`src/rtl/traffic_light_monitor_if.sv`:
```
// traffic_light_monitor_if: lamp input, error clear and all monitor outputs
// master drives light/err_clr and observes; slave is the monitor itself
interface traffic_light_monitor_if;
  logic [0:2] light;
  logic       err_clr;
  logic [1:0] phase;
  logic       locked;
  logic       code_err;
  logic       seq_err;
  logic       stall_err;
  logic       err_sticky;
  logic [7:0] cycle_count;
  modport master (output light, err_clr,
                  input  phase, locked, code_err, seq_err, stall_err, err_sticky, cycle_count);
  modport slave  (input  light, err_clr,
                  output phase, locked, code_err, seq_err, stall_err, err_sticky, cycle_count);
endinterface

```
`src/rtl/traffic_light_monitor.sv`:
```
// traffic_light_monitor: tracks a G->Y->R lamp sequence, flags illegal codes, order and dwell errors
// clock/reset: single clock, synchronous active-high reset
// bus.light/err_clr in; bus.phase/locked/code_err/seq_err/stall_err/err_sticky/cycle_count out (all registered)
module traffic_light_monitor #(
  parameter int unsigned MAX_DWELL = 1
) (
  input logic clock,
  input logic reset,
  traffic_light_monitor_if.slave bus
);
  typedef enum logic [1:0] {HUNT, GOT_G, GOT_Y, GOT_R} state_t;
  localparam logic [7:0] MAX = 8'(MAX_DWELL);
  state_t state, state_n, obs, succ;
  logic [7:0] dwell, dwell_n, count, count_n;
  logic code_err, seq_err, stall_err, sticky;
  logic code_n, seq_n, stall_n;
  // state encoding doubles as the phase output
  assign bus.phase = state;
  assign bus.locked = state != HUNT;
  assign bus.code_err = code_err;
  assign bus.seq_err = seq_err;
  assign bus.stall_err = stall_err;
  assign bus.err_sticky = sticky;
  assign bus.cycle_count = count;
  always_comb begin
    obs = bus.light == 3'b010 ? GOT_G : bus.light == 3'b001 ? GOT_Y : bus.light == 3'b100 ? GOT_R : HUNT;
    succ = state == GOT_G ? GOT_Y : state == GOT_Y ? GOT_R : GOT_G;
    state_n = obs;
    dwell_n = 8'd1;
    count_n = count;
    code_n = 1'b0;
    seq_n = 1'b0;
    stall_n = 1'b0;
    if (obs == HUNT) begin
      code_n = 1'b1;
      dwell_n = 8'd0;
    end else if (state == HUNT) begin
      dwell_n = 8'd1;
    end else if (obs == state) begin
      stall_n = dwell == MAX;
      dwell_n = stall_n ? dwell : dwell + 8'd1;
    end else if (obs == succ) begin
      count_n = state == GOT_R && count != 8'hff ? count + 8'd1 : count;
    end else begin
      seq_n = 1'b1;
    end
  end
  always_ff @(posedge clock) begin
    if (reset) begin
      state <= HUNT;
      dwell <= 8'd0;
      count <= 8'd0;
      code_err <= 1'b0;
      seq_err <= 1'b0;
      stall_err <= 1'b0;
      sticky <= 1'b0;
    end else begin
      state <= state_n;
      dwell <= dwell_n;
      count <= count_n;
      code_err <= code_n;
      seq_err <= seq_n;
      stall_err <= stall_n;
      // a new error outranks a simultaneous clear
      sticky <= code_n | seq_n | stall_n | (sticky & ~bus.err_clr);
    end
  end
endmodule
```
`src/flat_wrapper.sv`:
```
// flat-port wrapper written by rule: the top's interface ports become plain ports
module traffic_light_monitor_flat 
#(
  parameter int unsigned MAX_DWELL = 1
)
  (clock, reset, bus_light, bus_err_clr, bus_phase, bus_locked, bus_code_err, bus_seq_err, bus_stall_err, bus_err_sticky, bus_cycle_count);
  traffic_light_monitor_if bus_i ();
  input logic clock;
  input logic reset;
  input wire logic [$bits(bus_i.light)-1:0] bus_light;
  input wire logic [$bits(bus_i.err_clr)-1:0] bus_err_clr;
  output wire logic [$bits(bus_i.phase)-1:0] bus_phase;
  output wire logic [$bits(bus_i.locked)-1:0] bus_locked;
  output wire logic [$bits(bus_i.code_err)-1:0] bus_code_err;
  output wire logic [$bits(bus_i.seq_err)-1:0] bus_seq_err;
  output wire logic [$bits(bus_i.stall_err)-1:0] bus_stall_err;
  output wire logic [$bits(bus_i.err_sticky)-1:0] bus_err_sticky;
  output wire logic [$bits(bus_i.cycle_count)-1:0] bus_cycle_count;
  assign bus_i.light = bus_light;
  assign bus_i.err_clr = bus_err_clr;
  assign bus_phase = bus_i.phase;
  assign bus_locked = bus_i.locked;
  assign bus_code_err = bus_i.code_err;
  assign bus_seq_err = bus_i.seq_err;
  assign bus_stall_err = bus_i.stall_err;
  assign bus_err_sticky = bus_i.err_sticky;
  assign bus_cycle_count = bus_i.cycle_count;
  traffic_light_monitor #(.MAX_DWELL(MAX_DWELL)) u_core (.clock(clock), .reset(reset), .bus(bus_i));
endmodule
```
`config.mk`:
```
export PLATFORM = sky130hd
export DESIGN_NAME = traffic_light_monitor_flat
export DESIGN_NICKNAME = d
export VERILOG_FILES = /design/src/rtl/traffic_light_monitor_if.sv /design/src/rtl/traffic_light_monitor.sv /design/src/flat_wrapper.sv
export SDC_FILE = /design/constraint.sdc
export NUM_CORES = 1
export LEC_CHECK = 0
export ABC_AREA = 1
export BUFFER_PORTS_ARGS = -buffer_cell sky130_fd_sc_hd__buf_2
export CAP_MARGIN = 20
export CORE_ASPECT_RATIO = 1.75
export CORE_MARGIN = 8
export CORE_UTILIZATION = 55
export CTS_BUF_LIST = sky130_fd_sc_hd__clkbuf_16
export CTS_CLUSTER_DIAMETER = 40
export DETAILED_ROUTE_END_ITERATION = 7
export GPL_TIMING_DRIVEN = 1
export PLACE_DENSITY = 0.84
export SETUP_SLACK_MARGIN = 0.15
export SKIP_LAST_GASP = 1
export SLEW_MARGIN = 25
export SYNTH_ARGS = -nofsm -noshare
export SYNTH_HDL_FRONTEND = slang
export SYNTH_SLANG_ARGS = --single-unit
```
`constraint.sdc`:
```
create_clock -name clock -period 1.74 [get_ports clock]
set_input_delay 0.348 -clock clock [delete_from_list [all_inputs] [get_ports clock]]
set_output_delay 0.348 -clock clock [all_outputs]
set_load 0.01 [all_outputs]
```
# Word level (Yosys, flattened, before mapping)
# Index checks and enable logic that the tools add are counted.
word_totals:
  ff_bits: 22
  word_cells: 52
classes:
  n_addsub: 2
  n_eq_ne: 11
  n_mux: 16
  n_bitwise: 8
  reduce_logical: 7
op_table:
  columns: ["operator", "n"]
  rows:
  - ["$add A8 B1 Y8 const B", 2]
  - ["$mux W1", 11]
  - ["$mux W2", 5]
  - ["$eq A8 B1 Y1 const B", 1]
  - ["$ne A8 B8 Y1 const B", 1]
  - ["$reduce_and A5 Y1", 1]
  - ["$eq A2 B2 Y1", 2]
  - ["$eq A2 B2 Y1 const B", 2]
  - ["$logic_not A2 Y1", 2]
  - ["$not A1 Y1", 4]
  - ["$reduce_or A4 Y1", 1]
  - ["$eq A3 B1 Y1 const B", 1]
  - ["$eq A3 B2 Y1 const B", 1]
  - ["$eq A3 B3 Y1 const B", 1]
  - ["$ne A3 B2 Y1 const B", 1]
  - ["$or A1 B1 Y1", 3]
  - ["$eq A2 B1 Y1 const B", 1]
  - ["$reduce_bool A2 Y1", 1]
  - ["$reduce_or A2 Y1", 1]
  - ["$and A1 B1 Y1", 1]
  - ["$logic_and A1 B1 Y1", 1]

# Longest topological paths before layout
# Gate-level depths: netlist of the first run.
depth:
  word_depth: 12
  depth_mapped: 12

# Worst setup path after synthesis of the first run
# OpenSTA, ideal clock, no wires.
synth_timing:
  path_kind: "register -> register"
  start: "reg u_core.state[0], in the netlist u_core.bus.phase[0]"
  end: "reg u_core.count[6], in the netlist u_core.bus.cycle_count[6]"
  setup_time_ns: 0.132
  arrival_time_ns: 1.386
  slack_ns: 0.221
  path_stages_with_launch: 11
  cell_sequence: "dfxtp_1 > inv_1 > ha_1 > inv_1 > nand2_1 > nand2_1 > nand2_1 > inv_2 > nand3_2 > nand2_1 > a21oi_1"
synth_via:
  elab_chain_cells: 5
  elab_cells_between_ends: 12
  cone_classes: "5 x eq/ne; 2 x mux; 2 x bitwise; 3 x reduce/logical"
synth_rtl:
  columns: ["element", "line", "source"]
  rows:
  - ["start: declaration", "traffic_light_monitor.sv:13", "state_t state, state_n, obs, succ;"]
  - ["start signal: assignment", "traffic_light_monitor.sv:58", "state <= state_n;"]
  - ["$eq A2 B2 Y1", "traffic_light_monitor.sv:27", "succ = state == GOT_G ? GOT_Y : state == GOT_Y ? GOT_R : GOT_G;"]
  - ["$mux W2 (2 in a row)", "traffic_light_monitor.sv:27", null]
  - ["$eq A2 B2 Y1", "traffic_light_monitor.sv:42", "end else if (obs == succ) begin"]
  - ["$reduce_and A5 Y1 (no line) *", null, null]
  - ["end signal: assignment", "traffic_light_monitor.sv:60", "count <= count_n;"]
  - ["end: declaration", "traffic_light_monitor.sv:14", "logic [7:0] dwell, dwell_n, count, count_n;"]
# Mark *: on every way between the ends. The rest lies on a longest branch, timed or not.
# A chain may end at the register's enable or synchronous reset.

# Final worst setup path of the first run
layout_timing:
  start: "reg u_core.state[1], in the netlist u_core.bus.phase[1]"
  end: "reg u_core.count[5], in the netlist u_core.bus.cycle_count[5]"
# Same word-level chain as after synthesis.

==> results of run 1 <==
through the flow:
stage | hold slack (ns) | worst slack, ns
4_1_cts | 0.3734 | 0.1360
6_report | 0.3673 | 0.2509
2_1_floorplan | 0.4798 | 0.2214
3_3_place_gp | 0.5027 | 0.1974
3_5_place_dp | 0.5012 | 0.1312
5_1_grt | 0.3824 | 0.08440
path summary, 6_finish.rpt:
check / startpoint / to / slack [ns] / cells after the start
worst min-delay path: bus_err_clr / u_core.bus.err_sticky$_SDFF_PP0_ / 0.37 / 4
worst max-delay path: u_core.bus.phase[1]$_SDFF_PP0_ / u_core.bus.cycle_count[5]$_SDFFE_PP0P_ / 0.25 / 10
worst min register to register: u_core.dwell[7]$_SDFFE_PP0P_ / u_core.dwell[7]$_SDFFE_PP0P_ / 0.51 / 2
worst max register to register: u_core.bus.phase[1]$_SDFF_PP0_ / u_core.bus.cycle_count[5]$_SDFFE_PP0P_ / 0.25 / 10
critical path: stages (launching register included):
cell and delay (ns):
dfxtp_4 0.36, inv_2 0.06, ha_1 0.19, inv_1 0.05
nand4_1 0.08, nand2_1 0.10, nand2_2 0.10, inv_4 0.11
buf_12 0.11, nand4_1 0.08, a21oi_1 0.17
area by class of cell:
cell class / instances / area share (%)
clock inverters: 1 / 1.894
inverters: 27 / 6.551
flip-flops and latches: 22 / 28.33
clock buffers: 3 / 4.736
multi-input cells: 124 / 47.51
well taps: 25 / 1.973
repair buffers: 24 / 8.998
sequential cells by signal (all words and copies together), names as in the netlist:
signal                  cells
u_core.bus.cycle_count      8
u_core.dwell                8
u_core.bus.phase            2
u_core.bus.code_err         1
u_core.bus.err_sticky       1
u_core.bus.seq_err          1
u_core.bus.stall_err        1
synth_stat cells:
cell type	instances	area share, %
nor3_1	1	0.39
nor2_4	2	1.8
nor2_8	1	1.6
nand3_1	10	3.9
dfxtp_1	22	35
or2_2	1	0.49
nand2_4	1	0.88
nand4_1	13	6.4
nand3_2	3	2.4
xnor2_1	3	2.1
buf_6	1	0.88
nor2_1	23	6.8
xor2_1	4	2.8
nand2_1	36	11
o22ai_2	1	0.98
clkbuf_1	1	0.29
inv_2	3	0.88
o21ai_2	1	0.69
o31ai_1	1	0.59
a21oi_1	6	2.4
ha_1	6	5.9
o21ai_0	3	1.2
buf_2	1	0.39
inv_1	24	7.1
nand2_2	7	3.4
nor3_2	1	0.79
power by group:
part	switching [mW]	total, mW	internal [mW]	leakage [nW]
clock	0.183	0.640	0.457	0.0511
combinational	0.0964	0.149	0.0522	0.491
sequential	0.00761	0.520	0.513	0.180
layer usage:
layer	vias up	part of all wire, %	track usage, %
met1	588	35	15.69
li1	617	-	-
met2	30	59	30.19
met4	0	2.3	8.073
met3	6	3.3	3.172
met5	-	0	0
timing repair:
item	in CTS	in global routing
buffers inserted	1	0
endpoints found under the setup margin	8	10
hold buffers	0	0
resized for setup	2	14
pin swaps	1	5
logic make-up after synthesis:
group                    share of synthesized area (%)
flip-flops                                       34.58
adder cells (fa/ha/maj)                          5.894
AO/OA/AOI/OAI                                    5.796
AND/OR/NAND/NOR                                  39.39
XOR/XNOR                                         4.813
buffers and inverters                            9.528
placed cells by master (no fill, tap or decap), types with 2 or more instances in the layout:
cell | Yosys | layout
buf_2 | 1 | 20
a21oi_1 | 6 | 5
dfxtp_4 | 0 | 2
inv_2 | 3 | 5
buf_4 | 0 | 3
o21ai_0 | 3 | 3
nand3_1 | 10 | 9
ha_1 | 6 | 4
xnor2_1 | 3 | 3
inv_1 | 24 | 21
clkbuf_16 | 0 | 3
dfxtp_1 | 22 | 19
nand2_2 | 7 | 8
nand2_1 | 36 | 35
nor2_1 | 23 | 23
nor2_4 | 2 | 2
nand4_1 | 13 | 13
nand3_2 | 3 | 3
xor2_1 | 4 | 4
==> flow_summary.yaml, run 1 <==
sta:
  worst_slew_pin_slew_ns: 0.2947
  fin_crit_ns: 1.489
  final_max_slew_viol_count: 0
  tns_ns: 0
  finalSetupViolations: 0
  finalHoldViolCount: 0
  max_slew_margin_pct: 80.29
  fin_crit_sh_pct: 85.58
  fin_skew_ns: 0.002733
  rsz0062_at_grt: "no"
  max_freq_mhz: 671.5
drt:
  detail_route.wl_per_cell_um: 14.10
  ant_nets: 0
  drc: 0
  vias: 1241
  wl_um: 3186
  first_pass_iters: 4
  drtIter0Drc: 42
  viasPerCell: 5.491
global_route:
  antenna_found_initial: 0
  grt_max_degree: 14
  overflow: 0
  track_usage_pct: 16.19
  grt_pass1_vias: 1206
  grt_pass1_wl_um: 5292
logic_synthesis:
  avgSynthCellArea_um2: 7.237
  ys_ff_latch: 22
  yosys_warnings: 0
  ys_seq_area_share_pct: 34.58
  synthesis.nets: 188
  syn_area_um2: 1274
  netlist_instances: 176
  ys_types: 26
critical_path:
  crit_arrival_ns: 1.67
  cp.required_ns: 1.92
  crit_path_end_kind: "flip-flop"
  crit_type: "reg -> reg"
  start_kind: "flip-flop"
  cp_max_fo: 5
floorplan:
  fp.dieArea_um2: 4172
  chipWidth_um: 52.38
  initial_core_util_pct: 56.74
  num_io_pins: 21
  die_y_um: 79.66
  core_um2: 2245
  row_count: 23
power:
  cellLeakagePower_nw: 0.7228
  power_density_nw_per_um2: 825.7
  vdd_ir_drop_max_mv: 0.5999
  finalPower_mw: 1.309
final_layout:
  multi_input_area_um2: 753.2
  num_antenna_cells: 0
  nets: 214
  design_area_um2: 1585
  layout-drive-gt1-share_pct: 29.85
  fill_cells: 172
  fin_util_pct: 70.62
  regArea_um2: 449.2
  instances_no_fill: 226
  syn2layout_area_growth_pct: 24.46
place:
  gp_congestion: 0.9020
  placed_area_um2: 1408
  place.port_buffers: 20
  dp_hpwl_um: 2249
  placed_cells: 221
clocking:
  clock_path_buffers: 2
  cts.clk_slew.worst_paths_ns: 0.06
  clkLatencyLatePin_ns: 0.25
  clkSinkCount: 22
  numCtsBuffers: 3
  clockRootBuffer: "clkbuf_16"
  h-tree-depth: 1
  cts_tree: "built"
hold_path:
  hp-class: "in -> reg"
job:
  cap_violations: 0
run_status:
  outcome: "complete, no violations"
Note: power is estimated with default switching activity, not from simulation.
==> run 2, diff against run 1 <==
==> constraint.sdc (replaced) <==
create_clock -name clock -period 1.5 [get_ports clock]
set_input_delay 0.3 -clock clock [delete_from_list [all_inputs] [get_ports clock]]
set_output_delay 0.3 -clock clock [all_outputs]
set_load 0.01 [all_outputs]
==> run 2 against run 1 <==
The run now ends with setup timing left. Sequential power increased by 15%. Register-to-register slack worse by 0.31 ns. Global-route usage is 0.19 points lower. Worst setup slack worse by 0.31 ns. Critical path depth stayed put. Clock skew is 0.00080 ns higher. Die area unchanged. Critical endpoint is now u_core.bus.err_sticky$_SDFF_PP0_.
==> flow_summary.yaml, run 2 (same netlist as run 1, synthesis figures left out) <==
drt:
  viasPerCell: 5.466
  detail_route.wl_per_cell_um: 15.40
  drtIter0Drc: 66
  first_pass_iters: 4
  vias: 1279
  ant_nets: 0
  wl_um: 3603
  drc: 0
sta:
  tns_ns: -0.05828
  fin_crit_ns: 1.558
  finalSetupViolations: 1
  max_slew_margin_pct: 83.88
  finalHoldViolCount: 0
  setup_ws_ns: -0.05828
  fin_crit_sh_pct: 103.9
  fin_skew_ns: 0.003537
  max_freq_mhz: 641.7
  rsz0062_at_grt: "yes"
  worst_slew_pin_slew_ns: 0.2409
  final_max_slew_viol_count: 0
critical_path:
  cp_max_fo: 3
  cp.required_ns: 1.63
  start_kind: "flip-flop"
  crit_path_end_kind: "flip-flop"
  crit_arrival_ns: 1.69
  crit_type: "reg -> reg"
final_layout:
  final_cell_mix: "nand2_1 (25), nor2_1 (22), buf_2 (19), inv_1 (17), nand2_2 (15)"
  layout_commonest_cell: "nand2_1"
  design_area_um2: 1779
  syn2layout_area_growth_pct: 39.69
  nets: 222
  num_antenna_cells: 0
  layout-drive-gt1-share_pct: 46.89
floorplan:
  die_y_um: 79.66
  chipWidth_um: 52.38
  core_um2: 2245
  initial_core_util_pct: 56.74
  fp.dieArea_um2: 4172
  num_io_pins: 21
  row_count: 23
place:
  place.port_buffers: 20
  gp_congestion: 0.8445
  dp_hpwl_um: 2318
  placed_area_um2: 1450
clocking:
  clkLatencyLatePin_ns: 0.26
  clkSinkCount: 22
  hold_buffers: 0
  clockRootBuffer: "clkbuf_16"
  clock_path_buffers: 2
  h-tree-depth: 1
  cts_tree: "built"
  numCtsBuffers: 3
  cts.clk_slew.worst_paths_ns: 0.06
power:
  power_density_nw_per_um2: 882.3
  vdd_ir_drop_max_mv: 0.6476
  cellLeakagePower_nw: 0.7783
global_route:
  antenna_found_initial: 0
  grt_max_degree: 14
  overflow: 0
  grt_pass1_wl_um: 5340
  grt_pass1_vias: 1312
  track_usage_pct: 16.00
hold_path:
  hp-class: "in -> reg"
run_status:
  violations: "setup timing"
  outcome: "finished with violations"
job:
  cap_violations: 0
[run 2: changes by cell type in the layout (fill, tap and decap cells not counted), sizes merged]
cell / before / now
buf: 24 / 32
[run 2: layout make-up]
class                      count  area (µm²)
inverter                      27       113.9
tap                           25       31.28
clock buffer                   3       75.07
clock inverter                 1       30.03
sequential                    22       462.9
timing repair buffer          32       209.0
multi-input combinational    124       857.1
fill                         141       465.4
[run 2: metrics by stage]
step | std cells | total power, mW | hold WS, ns | utilization, % | setup slack [ns]
after floorplan | 176 | 0.7354 | 0.4798 | - | 0.1512
after global placement | 222 | 0.7747 | 0.4951 | 64.60 | 0.03422
after detailed placement | 222 | 0.7825 | 0.5124 | 64.60 | -0.03683
after CTS | 229 | 1.531 | 0.3274 | 72.97 | 0.1144
after global routing | 234 | 1.614 | 0.3752 | 79.26 | -0.1263
final | 234 | 1.570 | 0.3549 | 79.26 | -0.05828
[run 2: power breakdown]
group / internal, mW / switching [mW] / total [mW]
Combinational: 0.0853 / 0.147 / 0.232
Clock: 0.530 / 0.208 / 0.737
Sequential: 0.592 / 0.00873 / 0.600
Total: 1.21 / 0.363 / 1.57
[run 2: worst max-delay path, stage by stage, from the launching register on]
cell,delay [ns]
dfxtp_4,0.37
inv_4,0.05
ha_4,0.26
nand4_1,0.08
nand2_2,0.10
nand2_4,0.09
buf_4,0.15
nand3_2,0.09
o21ai_2,0.06
nand2_1,0.09
nand2_1,0.09
[run 2: worst paths after layout]
path,from,endpoint,slack (ns),cells past startpoint
setup / recovery,u_core.bus.phase[1]$_SDFF_PP0_,u_core.bus.err_sticky$_SDFF_PP0_,-0.06,10
hold / removal,reset,u_core.bus.cycle_count[3]$_SDFFE_PP0P_,0.35,2
setup reg to reg,u_core.bus.phase[1]$_SDFF_PP0_,u_core.bus.err_sticky$_SDFF_PP0_,-0.06,10
hold reg to reg,u_core.bus.cycle_count[7]$_SDFFE_PP0P_,u_core.bus.cycle_count[7]$_SDFFE_PP0P_,0.49,2
[run 2: routing by layer]
| layer | track usage (%) | vias to the layer above | wire, µm |
|---|---|---|---|
| met5 | 0 | - | 0 |
| met1 | 14.24 | 578 | 1179 |
| met4 | 5.729 | 0 | 244 |
| met2 | 32.34 | 48 | 2018 |
| met3 | 2.985 | 25 | 160 |
| li1 | - | 628 | - |
[run 2: repair_timing]
item	in CTS	in global routing
endpoints found under the setup margin	13	17
buffers inserted	3	5
hold endpoints to repair	0	0
pin swaps	9	16
gates cloned	0	0
gates resized for setup	16	33
==> run 3, diff against run 2 <==
==> constraint.sdc (replaced) <==
create_clock -name clock -period 1.5 [get_ports clock]
set_input_delay 0.15 -clock clock [delete_from_list [all_inputs] [get_ports clock]]
set_output_delay 0.15 -clock clock [all_outputs]
set_load 0.01 [all_outputs]
==> run 3 against run 2 <==
The run now ends clean. Register-to-register slack gained 0.14 ns. Sequential share of layout area grew 1.2 points. Total power shrank 13%. Hold slack lost 0.19 ns. Clock power shrank 25%. Clock skew grew 0.0015 ns. Routed wire length shrank 12%. Combinational power shrank 11%. Global-route usage is essentially flat. Critical path type unchanged. Largest cell class unchanged. Largest power group is now sequential cells.
==> flow_summary.yaml, run 3 (same netlist as run 1, synthesis figures left out) <==
sta:
  rsz0062_at_grt: "yes"
  tns_ns: 0
  max_freq_mhz: 705.9
  finalHoldViolCount: 0
  fin_skew_ns: 0.005086
  worst_slew_pin_slew_ns: 0.2411
  fin_crit_sh_pct: 94.45
  fin_crit_ns: 1.417
  max_slew_margin_pct: 83.90
  finalSetupViolations: 0
  final_max_slew_viol_count: 0
global_route:
  grt_pass1_vias: 1237
  grt_pass1_wl_um: 5175
  overflow: 0
  track_usage_pct: 16.02
  antenna_found_initial: 0
  grt_max_degree: 13
final_layout:
  syn2layout_area_growth_pct: 31.73
  layout-drive-gt1-share_pct: 39.71
  num_antenna_cells: 0
  nets: 222
  final_cell_mix: "nand2_1 (31), nor2_1 (22), buf_2 (20), inv_1 (19), dfxtp_1 (15)"
  layout_commonest_cell: "nand2_1"
  fill_cells: 156
critical_path:
  cp_max_fo: 7
  start_kind: "flip-flop"
  cp.required_ns: 1.68
  crit_arrival_ns: 1.59
  crit_path_end_kind: "flip-flop"
  crit_type: "reg -> reg"
drt:
  drc: 0
  first_pass_iters: 4
  wl_um: 3165
  vias: 1233
  ant_nets: 0
  viasPerCell: 5.269
  detail_route.wl_per_cell_um: 13.53
  drtIter0Drc: 39
power:
  vdd_ir_drop_max_mv: 0.7413
  cellLeakagePower_nw: 0.7527
  power_density_nw_per_um2: 811.9
  finalPower_mw: 1.362
floorplan:
  die_y_um: 79.66
  fp.dieArea_um2: 4172
  chipWidth_um: 52.38
  num_io_pins: 21
  core_um2: 2245
  initial_core_util_pct: 56.74
  row_count: 23
clocking:
  cts.clk_slew.worst_paths_ns: 0.06
  hold_buffers: 0
  cts_tree: "built"
  clkSinkCount: 22
  clock_path_buffers: 2
  clockRootBuffer: "clkbuf_16"
  h-tree-depth: 1
  numCtsBuffers: 3
  clkLatencyLatePin_ns: 0.25
run_status:
  outcome: "complete, no violations"
place:
  dp_hpwl_um: 2270
  gp_congestion: 0.9173
  place.port_buffers: 20
hold_path:
  hp-class: "in -> reg"
job:
  cap_violations: 0
## run 3: cell types whose count changed in the layout (fill, tap and decap cells not counted), moves of 3 or more
cell,change
a21oi_2,-3
nand2_1,+6
nand2_2,-5
a21oi_1,+3
dfxtp_1,+3
## run 3: area by class of cell
class	instances	area (µm²)	share of cell area, %
inverter	27	111.4	6.637
sequential	22	456.7	27.22
clock inverter	1	3.754	0.2237
tap	25	31.28	1.864
multi-input combinational	124	809.5	48.25
clock buffer	3	75.07	4.474
timing repair buffer	32	190.2	11.33
## run 3: timing repair
action | 4_1_cts | 5_1_grt
setup endpoints to repair | 16 | 14
resized for setup | 12 | 17
buffers inserted | 5 | 4
pin swaps | 13 | 10
## run 3: worst paths after layout
check	start	endpoint	slack, ns	depth (start not counted)
max reg2reg	u_core.bus.phase[0]$_SDFF_PP0_	u_core.bus.cycle_count[2]$_SDFFE_PP0P_	0.08	10
min	bus_err_clr	u_core.bus.err_sticky$_SDFF_PP0_	0.17	4
min reg2reg	u_core.bus.cycle_count[7]$_SDFFE_PP0P_	u_core.bus.cycle_count[7]$_SDFFE_PP0P_	0.50	2
max	u_core.bus.phase[0]$_SDFF_PP0_	u_core.bus.cycle_count[2]$_SDFFE_PP0P_	0.08	10
## run 3: where the power goes
group          switching [mW]  total [mW]  internal (mW)
combinational           0.127       0.206         0.0786
sequential            0.00731       0.601          0.594
clock                   0.201       0.556          0.355
total                   0.335        1.36           1.03
## run 3: through the flow
| step | instance area (µm²) | util [%] | hold WS [ns] | worst slack [ns] | cells |
|---|---|---|---|---|---|
| 2_1_floorplan | 1309 | - | 0.3350 | 0.1512 | 176 |
| 3_3_place_gp | 1443 | 64.27 | 0.4282 | 0.1031 | 221 |
| 3_5_place_dp | 1443 | 64.27 | 0.4476 | 0.04088 | 221 |
| 4_1_cts | 1609 | 71.68 | 0.1845 | 0.1123 | 230 |
| 5_1_grt | 1678 | 74.75 | 0.1819 | 0.005695 | 234 |
| 6_report | 1678 | 74.75 | 0.1675 | 0.08329 | 234 |
## run 3: layer usage
layer	global-route usage, %	part of all wire (%)
met3	3.172	2.8
met4	9.375	3.5
met2	30.07	58
met5	0	0
met1	14.75	35
## run 3: critical path, stage by stage, from the launching register on
cell and delay [ns]:
dfxtp_4 0.38, inv_4 0.05, ha_4 0.25, inv_1 0.03
nand2_1 0.06, nand2_2 0.07, nand2_4 0.11, inv_6 0.06
nand3_4 0.09, nand2_2 0.06, a21oi_1 0.17
